## src/rtl/reg_bank_sequencer_if.sv

```systemverilog
// Requester-side and register-bank-side signal bundle for reg_bank_sequencer.
// The sequencer takes the slave view; clients plus the register bank take the master view.
interface reg_bank_sequencer_if #(
  parameter int WIDTH    = 32,
  parameter int NUM_REGS = 6,
  parameter int NUM_REQ  = 4,
  parameter int ADDR_W   = (NUM_REGS > 1) ? $clog2(NUM_REGS) : 1
);
  logic [NUM_REQ-1:0]        req;
  logic [NUM_REQ-1:0]        req_we;
  logic [NUM_REQ*ADDR_W-1:0] req_addr;
  logic [NUM_REQ*WIDTH-1:0]  req_wdata;
  logic [NUM_REQ-1:0]        ack;
  logic                      err;
  logic [WIDTH-1:0]          rdata;
  logic [NUM_REGS-1:0]       reg_write;
  logic [NUM_REGS-1:0]       reg_enable;
  logic [WIDTH-1:0]          bus_wdata;
  logic [WIDTH-1:0]          bus_rdata;
  logic                      busy;

  modport slave (
    input  req, req_we, req_addr, req_wdata, bus_rdata,
    output ack, err, rdata, reg_write, reg_enable, bus_wdata, busy
  );

  modport master (
    output req, req_we, req_addr, req_wdata, bus_rdata,
    input  ack, err, rdata, reg_write, reg_enable, bus_wdata, busy
  );
endinterface

```

## src/rtl/reg_bank_sequencer.sv

```systemverilog
// Round-robin sequencer sharing a bank of registers between several requesters.
// Every output is decoded from flops, so no input reaches an output combinationally.
module reg_bank_sequencer #(
  parameter int WIDTH    = 32,
  parameter int NUM_REGS = 6,
  parameter int NUM_REQ  = 4,
  parameter int ADDR_W   = (NUM_REGS > 1) ? $clog2(NUM_REGS) : 1
) (
  input  logic                clk,
  input  logic                rst,
  reg_bank_sequencer_if.slave bank_if
);
  localparam int IDX_W = (NUM_REQ > 1) ? $clog2(NUM_REQ) : 1;

  typedef enum logic [2:0] {
    S_INIT   = 3'd0,
    S_IDLE   = 3'd1,
    S_WR     = 3'd2,
    S_RD_EN  = 3'd3,
    S_RD_CAP = 3'd4,
    S_RD_ACK = 3'd5,
    S_ERR    = 3'd6
  } state_e;

  state_e             state_q, state_d;
  logic [IDX_W-1:0]   ptr_q, ptr_d;
  logic [IDX_W-1:0]   idx_q, idx_d;
  logic [ADDR_W-1:0]  addr_q, addr_d;
  logic [WIDTH-1:0]   bus_wdata_q;
  logic [WIDTH-1:0]   rdata_q;

  logic               grant_vld_s;
  logic [IDX_W-1:0]   grant_idx_s;
  logic               win_we_s;
  logic [ADDR_W-1:0]  win_addr_s;
  logic [WIDTH-1:0]   win_wdata_s;
  logic               win_oor_s;
  logic [NUM_REGS-1:0] sel_s;
  logic [NUM_REGS-1:0] write_s;
  logic [NUM_REGS-1:0] enable_s;
  logic [NUM_REQ-1:0]  ack_s;
  logic                err_s;

  // Round-robin search from ptr upward with wrap; first requester found wins.
  always_comb begin
    grant_vld_s = 1'b0;
    grant_idx_s = '0;
    for (int k = 0; k < NUM_REQ; k++) begin
      if (!grant_vld_s && bank_if.req[(int'(ptr_q) + k) % NUM_REQ]) begin
        grant_vld_s = 1'b1;
        grant_idx_s = IDX_W'((int'(ptr_q) + k) % NUM_REQ);
      end else begin
        grant_vld_s = grant_vld_s;
      end
    end
    win_we_s    = bank_if.req_we[grant_idx_s];
    win_addr_s  = bank_if.req_addr[int'(grant_idx_s) * ADDR_W +: ADDR_W];
    win_wdata_s = bank_if.req_wdata[int'(grant_idx_s) * WIDTH +: WIDTH];
    win_oor_s   = (int'(win_addr_s) >= NUM_REGS);
  end

  // Next-state logic: one grant per IDLE visit, fixed-length walk back to IDLE.
  always_comb begin
    state_d = state_q;
    ptr_d   = ptr_q;
    idx_d   = idx_q;
    addr_d  = addr_q;
    case (state_q)
      S_INIT:   state_d = S_IDLE;
      S_IDLE: begin
        if (grant_vld_s) begin
          idx_d  = grant_idx_s;
          addr_d = win_addr_s;
          ptr_d  = IDX_W'((int'(grant_idx_s) + 1) % NUM_REQ);
          if (win_oor_s) begin
            state_d = S_ERR;
          end else if (win_we_s) begin
            state_d = S_WR;
          end else begin
            state_d = S_RD_EN;
          end
        end else begin
          state_d = S_IDLE;
        end
      end
      S_WR:     state_d = S_IDLE;
      S_RD_EN:  state_d = S_RD_CAP;
      S_RD_CAP: state_d = S_RD_ACK;
      S_RD_ACK: state_d = S_IDLE;
      S_ERR:    state_d = S_IDLE;
      default:  state_d = S_INIT;
    endcase
  end

  // State, arbitration pointer, latched request and datapath registers.
  always_ff @(posedge clk) begin
    if (rst) begin
      state_q     <= S_INIT;
      ptr_q       <= '0;
      idx_q       <= '0;
      addr_q      <= '0;
      bus_wdata_q <= '0;
      rdata_q     <= '0;
    end else begin
      state_q <= state_d;
      ptr_q   <= ptr_d;
      idx_q   <= idx_d;
      addr_q  <= addr_d;
      // Write data goes straight onto the shared bus so it holds between writes.
      if (state_q == S_IDLE && state_d == S_WR) begin
        bus_wdata_q <= win_wdata_s;
      end
      if (state_q == S_RD_CAP) begin
        rdata_q <= bank_if.bus_rdata;
      end
    end
  end

  // Strobe and completion decode from the current state and latched fields.
  always_comb begin
    sel_s    = {{(NUM_REGS-1){1'b0}}, 1'b1} << addr_q;
    write_s  = '0;
    enable_s = '0;
    ack_s    = '0;
    err_s    = 1'b0;
    case (state_q)
      S_WR: begin
        write_s = sel_s;
        ack_s   = {{(NUM_REQ-1){1'b0}}, 1'b1} << idx_q;
      end
      S_RD_EN:  enable_s = sel_s;
      S_RD_ACK: ack_s    = {{(NUM_REQ-1){1'b0}}, 1'b1} << idx_q;
      S_ERR: begin
        ack_s = {{(NUM_REQ-1){1'b0}}, 1'b1} << idx_q;
        err_s = 1'b1;
      end
      default: begin
        write_s = '0;
      end
    endcase
  end

  assign bank_if.reg_write  = write_s;
  assign bank_if.reg_enable = enable_s;
  assign bank_if.ack        = ack_s;
  assign bank_if.err        = err_s;
  assign bank_if.bus_wdata  = bus_wdata_q;
  assign bank_if.rdata      = rdata_q;
  assign bank_if.busy       = (state_q != S_IDLE);
endmodule

```

## src/flat_wrapper.sv

```systemverilog
// flat-port wrapper written by rule: the top's interface ports become plain ports
module reg_bank_sequencer_flat 
#(
  parameter int WIDTH    = 32,
  parameter int NUM_REGS = 6,
  parameter int NUM_REQ  = 4,
  parameter int ADDR_W   = (NUM_REGS > 1) ? $clog2(NUM_REGS) : 1
)
  (clk, rst, bank_if_req, bank_if_req_we, bank_if_req_addr, bank_if_req_wdata, bank_if_bus_rdata, bank_if_ack, bank_if_err, bank_if_rdata, bank_if_reg_write, bank_if_reg_enable, bank_if_bus_wdata, bank_if_busy);
  reg_bank_sequencer_if #(.WIDTH(WIDTH), .NUM_REGS(NUM_REGS), .NUM_REQ(NUM_REQ), .ADDR_W(ADDR_W)) bank_if_i ();
  input  logic clk;
  input  logic rst;
  input wire logic [$bits(bank_if_i.req)-1:0] bank_if_req;
  input wire logic [$bits(bank_if_i.req_we)-1:0] bank_if_req_we;
  input wire logic [$bits(bank_if_i.req_addr)-1:0] bank_if_req_addr;
  input wire logic [$bits(bank_if_i.req_wdata)-1:0] bank_if_req_wdata;
  input wire logic [$bits(bank_if_i.bus_rdata)-1:0] bank_if_bus_rdata;
  output wire logic [$bits(bank_if_i.ack)-1:0] bank_if_ack;
  output wire logic [$bits(bank_if_i.err)-1:0] bank_if_err;
  output wire logic [$bits(bank_if_i.rdata)-1:0] bank_if_rdata;
  output wire logic [$bits(bank_if_i.reg_write)-1:0] bank_if_reg_write;
  output wire logic [$bits(bank_if_i.reg_enable)-1:0] bank_if_reg_enable;
  output wire logic [$bits(bank_if_i.bus_wdata)-1:0] bank_if_bus_wdata;
  output wire logic [$bits(bank_if_i.busy)-1:0] bank_if_busy;
  assign bank_if_i.req = bank_if_req;
  assign bank_if_i.req_we = bank_if_req_we;
  assign bank_if_i.req_addr = bank_if_req_addr;
  assign bank_if_i.req_wdata = bank_if_req_wdata;
  assign bank_if_i.bus_rdata = bank_if_bus_rdata;
  assign bank_if_ack = bank_if_i.ack;
  assign bank_if_err = bank_if_i.err;
  assign bank_if_rdata = bank_if_i.rdata;
  assign bank_if_reg_write = bank_if_i.reg_write;
  assign bank_if_reg_enable = bank_if_i.reg_enable;
  assign bank_if_bus_wdata = bank_if_i.bus_wdata;
  assign bank_if_busy = bank_if_i.busy;
  reg_bank_sequencer #(.WIDTH(WIDTH), .NUM_REGS(NUM_REGS), .NUM_REQ(NUM_REQ), .ADDR_W(ADDR_W)) u_core (.clk(clk), .rst(rst), .bank_if(bank_if_i));
endmodule
```

## config.mk

```make
export PLATFORM = sky130hd
export DESIGN_NAME = reg_bank_sequencer_flat
export DESIGN_NICKNAME = d
export VERILOG_FILES = /design/src/rtl/reg_bank_sequencer_if.sv /design/src/rtl/reg_bank_sequencer.sv /design/src/flat_wrapper.sv
export SDC_FILE = /design/constraint.sdc
export NUM_CORES = 1
export LEC_CHECK = 0
export ABC_AREA = 1
export BUFFER_PORTS_ARGS = -buffer_cell sky130_fd_sc_hd__buf_4
export CAP_MARGIN = 25
export CORE_MARGIN = 4
export CORE_UTILIZATION = 44
export DETAILED_ROUTE_END_ITERATION = 8
export PLACE_DENSITY = 0.82
export SYNTH_ARGS = -nofsm -noshare
export SYNTH_HDL_FRONTEND = slang
export SYNTH_SLANG_ARGS = --single-unit
```

## constraint.sdc

```tcl
create_clock -name clk -period 2.5 [get_ports clk]
set_input_delay 0.125 -clock clk [delete_from_list [all_inputs] [get_ports clk]]
set_output_delay 0.125 -clock clk [all_outputs]
set_load 0.02 [all_outputs]
```

# After elaboration in Yosys (flattened, before gate mapping)

Cells that the tools add are included.

Bits in registers: 74
Output and inout bits: 82

Add/sub/neg operators: 4
$mul: 1
Order comparisons: 6
Equal/unequal tests: 8
Shifts and indexed selects: 4
Muxes and demuxes: 29
Bitwise gates (word level): 3
Reduce and logical (&&, ||, !) cells: 14

Operators with widths:

| operator            | count |
|---|---|
| $shiftx 128x8->32   | 1 |
| $shiftx 12x32->3    | 1 |
| $mux 1              | 14 |
| $lt 3x4->1 const B  | 3 |
| $mux 6              | 2 |
| $pmux 3 s4          | 1 |
| $bmux 1 s2          | 5 |
| $eq 3x2->1 const B  | 3 |
| $eq 3x3->1 const B  | 3 |
| $mux 2              | 4 |
| $lt 2x3->1 const B  | 2 |
| $mux 3              | 2 |
| $reduce_or 2->1     | 3 |
| $shl 1x3->6 const A | 1 |
| $add 2x1->2 const B | 2 |
| $add 2x2->2 const B | 2 |
| $logic_and 1x1->1   | 4 |
| $mul 2x2->4 const B | 1 |
| $mux 4              | 1 |
| $reduce_or 4->1     | 1 |
| $shl 1x2->4 const A | 1 |
| $and 1x1->1 const A | 3 |
| $eq 3x1->1 const B  | 1 |
| $ge 3x3->1 const B  | 1 |
| other kinds (5)     | 7 |

# Longest topological paths before layout

Word-level depth: 22
Depth in mapped cells: 22
Depth with buffers taken out: 21

# Worst setup path before layout

OpenSTA, ideal clock, no wires.

Path type: reg2reg
From: reg u_core.ptr_q[0]
To: reg u_core.bus_wdata_q[24], in the netlist u_core.bank_if.bus_wdata[24]
Setup time: 0.113 ns
Data arrival time: 2.015 ns
Data required time: 2.387 ns
Setup slack: 0.372 ns
Cell stages (with the launch flop): 20
Buffers on the path: 2
Path through: dfxtp_1 -> buf_4 -> nand2_1 -> nand3_2 -> nand2_2 -> nor2_4 -> nand3_4 -> nand3_4 -> inv_2 -> nand2_1 -> nand3_1 -> nand2_1 -> inv_2 -> nand2_1 -> nand2_2 -> nor2_8 -> buf_6 -> nand2_1 -> nand2_1 -> nor2_1

Word-level cells in the longest chain between the ends: 20
Elaborated cells between the ends (all ways): 40
Classes of those cells: 3 x add/sub; 1 x mul; 1 x order compare; 1 x eq/ne; 2 x shift; 25 x mux; 7 x reduce/logical

RTL lines:

| element                                                                | RTL line                                           | source |
|---|---|---|
| from (decl)                                                            | reg_bank_sequencer.sv:26                           | `logic [IDX_W-1:0] ptr_q, ptr_d;` |
| from (signal assigned)                                                 | reg_bank_sequencer.sv:106                          | `ptr_q <= ptr_d;` |
| $add 2x1->2 / $bmux 1 s2 (equally long branches)                       | reg_bank_sequencer.sv:49, reg_bank_sequencer.sv:51 |  |
| $bmux 1 s2 / $mux 1 (equally long branches)                            | reg_bank_sequencer.sv:49                           | `if (!grant_vld_s && bank_if.req[(int'(ptr_q) + k) % NUM_REQ]) begin` |
| $mux 1 (not written as such)                                           | reg_bank_sequencer.sv:49                           |  |
| $mux 1 (not written as such) / $logic_not 1->1 (equally long branches) | reg_bank_sequencer.sv:49                           |  |
| $logic_and 1x1->1                                                      | reg_bank_sequencer.sv:49                           |  |
| $mux 1                                                                 | reg_bank_sequencer.sv:49                           |  |
| $logic_not 1->1                                                        | reg_bank_sequencer.sv:49                           |  |
| $logic_and 1x1->1                                                      | reg_bank_sequencer.sv:49                           |  |
| [4 not listed]                                                         | n/a                                                |  |
| $mul 2x2->4 / $bmux 1 s2 (equally long branches)                       | reg_bank_sequencer.sv:57, reg_bank_sequencer.sv:56 |  |
| $shiftx 12x32->3 / $mux 1 (equally long branches)                      | reg_bank_sequencer.sv:57, reg_bank_sequencer.sv:56 |  |
| $ge 3x3->1 / $mux 1 (equally long branches)                            | reg_bank_sequencer.sv:59, reg_bank_sequencer.sv:77 |  |
| $mux 3                                                                 | reg_bank_sequencer.sv:75                           | `if (win_oor_s) begin` |
| $mux 3                                                                 | reg_bank_sequencer.sv:71                           | `if (grant_vld_s) begin` |
| $pmux 3 s4                                                             | reg_bank_sequencer.sv:68                           | `case (state_q)` |
| $eq 3x2->1                                                             | reg_bank_sequencer.sv:110                          | `if (state_q == S_IDLE && state_d == S_WR) begin` |
| $logic_and 1x1->1                                                      | reg_bank_sequencer.sv:110                          |  |
| to (signal assigned)                                                   | reg_bank_sequencer.sv:111                          | `bus_wdata_q <= win_wdata_s;` |
| to (decl)                                                              | reg_bank_sequencer.sv:29                           | `logic [WIDTH-1:0] bus_wdata_q;` |

Parallel ways exist; a longest one is shown, timed or not. The select of a mux whose other input is x is not followed.
A chain may end at the register's enable or synchronous reset.

# Worst setup path after layout

Same ends and word-level chain as after synthesis.

==> qor.csv <==
metric,value,unit
outcome,"complete, but fails checks",
failing checks,negative setup slack,
die area,11300,um2
Final Hold Viols,0,
CTS tree,done,
Layout Skew,0.00886,ns
Critical Path Fanout Max,7,
Comb power frac,75.1,%
startpoint types,flop,
Flop pwr share,16.7,%
DRT iter0 DRCs,420,
CTS max path bufs,2,
PD cells,1530,nW/um2
H-tree Lvls,3,
largest net degree at the start of global routing,66,
Pwr Total,10.5,mW
DR pass1 iterations,5,
CTS sink cnt,74,
Starting Density,45.7,%
"most common cell after layout, fill and taps aside",buf_4,
Layout Utilization,73.7,%
number of synthesized flops with an enable pin,0,
Final period util,101,%
row count,35,
syn avg cell area,6.32,um2
vias per std cell,5.05,
Slew Limit Fails,0,
Mapped Cells,675,
post-route setup TNS,-0.0470,ns
Setup CP Type,flop to flop,
first-pass GRT wire length,24200,um
Area Overhead vs Synth,61.2,%
sequential-to-total area share from yosys stat,34.8,%
clk slew on worst S/H paths,0.08,ns
total gr overflow,0,
"Async S/R FF share, synth",0,%
# IOs,264,
Period minus WS final,2.53,ns
core area,9330,um2
layout cells sized above 1,38.6,%
ANT nets after route,0,
Worst-Margin Slew,0.751,ns
final cell count without fillers,1075,
syn_nets,857,
arrival time at the worst endpoint,2.77,ns
Die Wd,106,um
Total GRT Usage,26.4,%
TritonCTS Buffers,9,
internal power,5.21,mW
share of total power in the clock network,8.2,%
Rel. slew slack,49.9,%
RSZ-0062 raised after global routing,true,
MaxCap Viol Count,0,
worst-skew pair later-pin latency,0.35,ns
"Distinct cells, synth",27,
# fillers,794,
Synthesis Warnings,0,
switching power,5.29,mW
fmax,0.395,GHz
"Top FF cell, synth",dfxtp_1,
DRC errors left,0,
Avg WL per Cell,15.4,um
VDD IR max,1.21,mV
via count,5432,
WP data required,2.74,ns
Final WS setup,-0.0320,ns
Worst setup EP type,flop,
synthesized area,4260,um2
HPWL Detailed,12500,um
Routability Congestion,0.892,
CTS root buffer,clkbuf_8,
most frequent cells in the layout,"buf_4 (279), nand2_1 (196), nor2_1 (150), dfxtp_1 (72), o21ai_0 (38)",
Net Sw Frac,50.4,%
Die H,106,um
buffers added on ports,263,
Final #Nets,1121,
Post-Place Cells,1047,
vias in the first global route,4991,
WL final,16500,um
initial antenna violation count,2,
Final setup viols,3,
Min Hold Slack,0.0198,ns
Leak Pwr,3.43,nW
Synth Register Bits,74,
Worst Hold Class,input pin to flop,
[synth_stat cells (9+ instances only)]
library cell  number  share of area [%]
a21oi_1           35                4.1
a32o_1            32                7.5
buf_2             11                1.3
clkbuf_1          18                1.6
dfxtp_1           74                 35
inv_1             33                2.9
nand2_1          213                 19
nand2_2            9                1.3
nand3_1           18                2.1
nor2_1           150                 13
o21ai_0           38                4.5
[what timing repair did]
| item | CTS | global route |
|---|---|---|
| setup endpoints to repair | 18 | 32 |
| setup buffers | 0 | 6 |
| hold endpoints to repair | 3 | 0 |
| pin swaps | 2 | 19 |
| hold buffers | 1 | 0 |
| gates cloned | 0 | 3 |
| resized for setup | 2 | 51 |
[cells by family after synthesis]
group	count (synthesis)	share of synthesized area, %
compound gates	111	17.1
buf+inv	80	8.51
flops	74	34.8
simple gates	410	39.6
[power by group through the flow]
stage	clock, mW	sequential, mW	combinational, mW
finish	0.857	1.76	7.89
global route	0.920	1.79	8.66
CTS	0.876	1.74	7.02
detailed placement	0	1.76	7.00
global placement	0	1.74	6.82
floorplan	0	2.03	4.70
[sequential cells by signal, indices dropped and copies added (netlist names)]
register,count
u_core.addr_q,3
u_core.bank_if.bus_wdata,32
u_core.bank_if.rdata,32
u_core.idx_q,2
u_core.ptr_q,2
u_core.state_q,3
[final timing paths]
path	from	to	slack (ns)	cells past startpoint
max reg2reg	u_core.ptr_q[0]	u_core.bank_if.bus_wdata[24]	-0.03	20
min reg2reg	u_core.bank_if.rdata[13]	u_core.bank_if.rdata[13]	0.49	2
max	u_core.ptr_q[0]	u_core.bank_if.bus_wdata[24]	-0.03	20
min	bank_if_bus_rdata[17]	u_core.bank_if.rdata[17]	0.02	3
[per-layer routing]
metal  global-route usage, %  up-vias  wire [um]
met2                    45.4      243       8210
met4                    10.9        0        476
met5                       0        -          0
li1                        -     2710          -
met1                    31.0     2443       6330
met3                    7.35       36       1500
[final cells by class]
cell class	instances	area, um2	share of cell area (%)
multi-input cells	522	2560	37.3
repair buffers	293	2310	33.7
flip-flops and latches	74	1490	21.7
inverters	39	161	2.35
well taps	129	161	2.35
clock buffers	10	138	2.00
clock inverters	6	41.3	0.601
diodes	2	5.00	0.0728
[metrics by stage]
step / cell area (um2) / setup WS [ns]
floorplan: 4260 / 0.372
global placement: 6390 / 0.116
detailed placement: 6390 / -0.0149
CTS: 6580 / 0.00138
global route: 6870 / -0.142
finish: 6870 / -0.0320
[critical path, cell delays in order (launching register included)]
cell,delay (ns)
dfxtp_4,0.40
buf_6,0.14
nand2_1,0.06
nand2_1,0.10
nand2_1,0.07
nand2_1,0.10
nand2_2,0.08
nand2_2,0.09
nand2_4,0.09
buf_4,0.15
nand4_1,0.09
nand3_2,0.10
nand2_2,0.11
nand2_2,0.06
nand2_2,0.09
nand2_4,0.07
nor2_8,0.23
clkbuf_16,0.20
nand2_1,0.05
nand2_1,0.07
nor2_1,0.06
(Power assumes the default switching activity.)
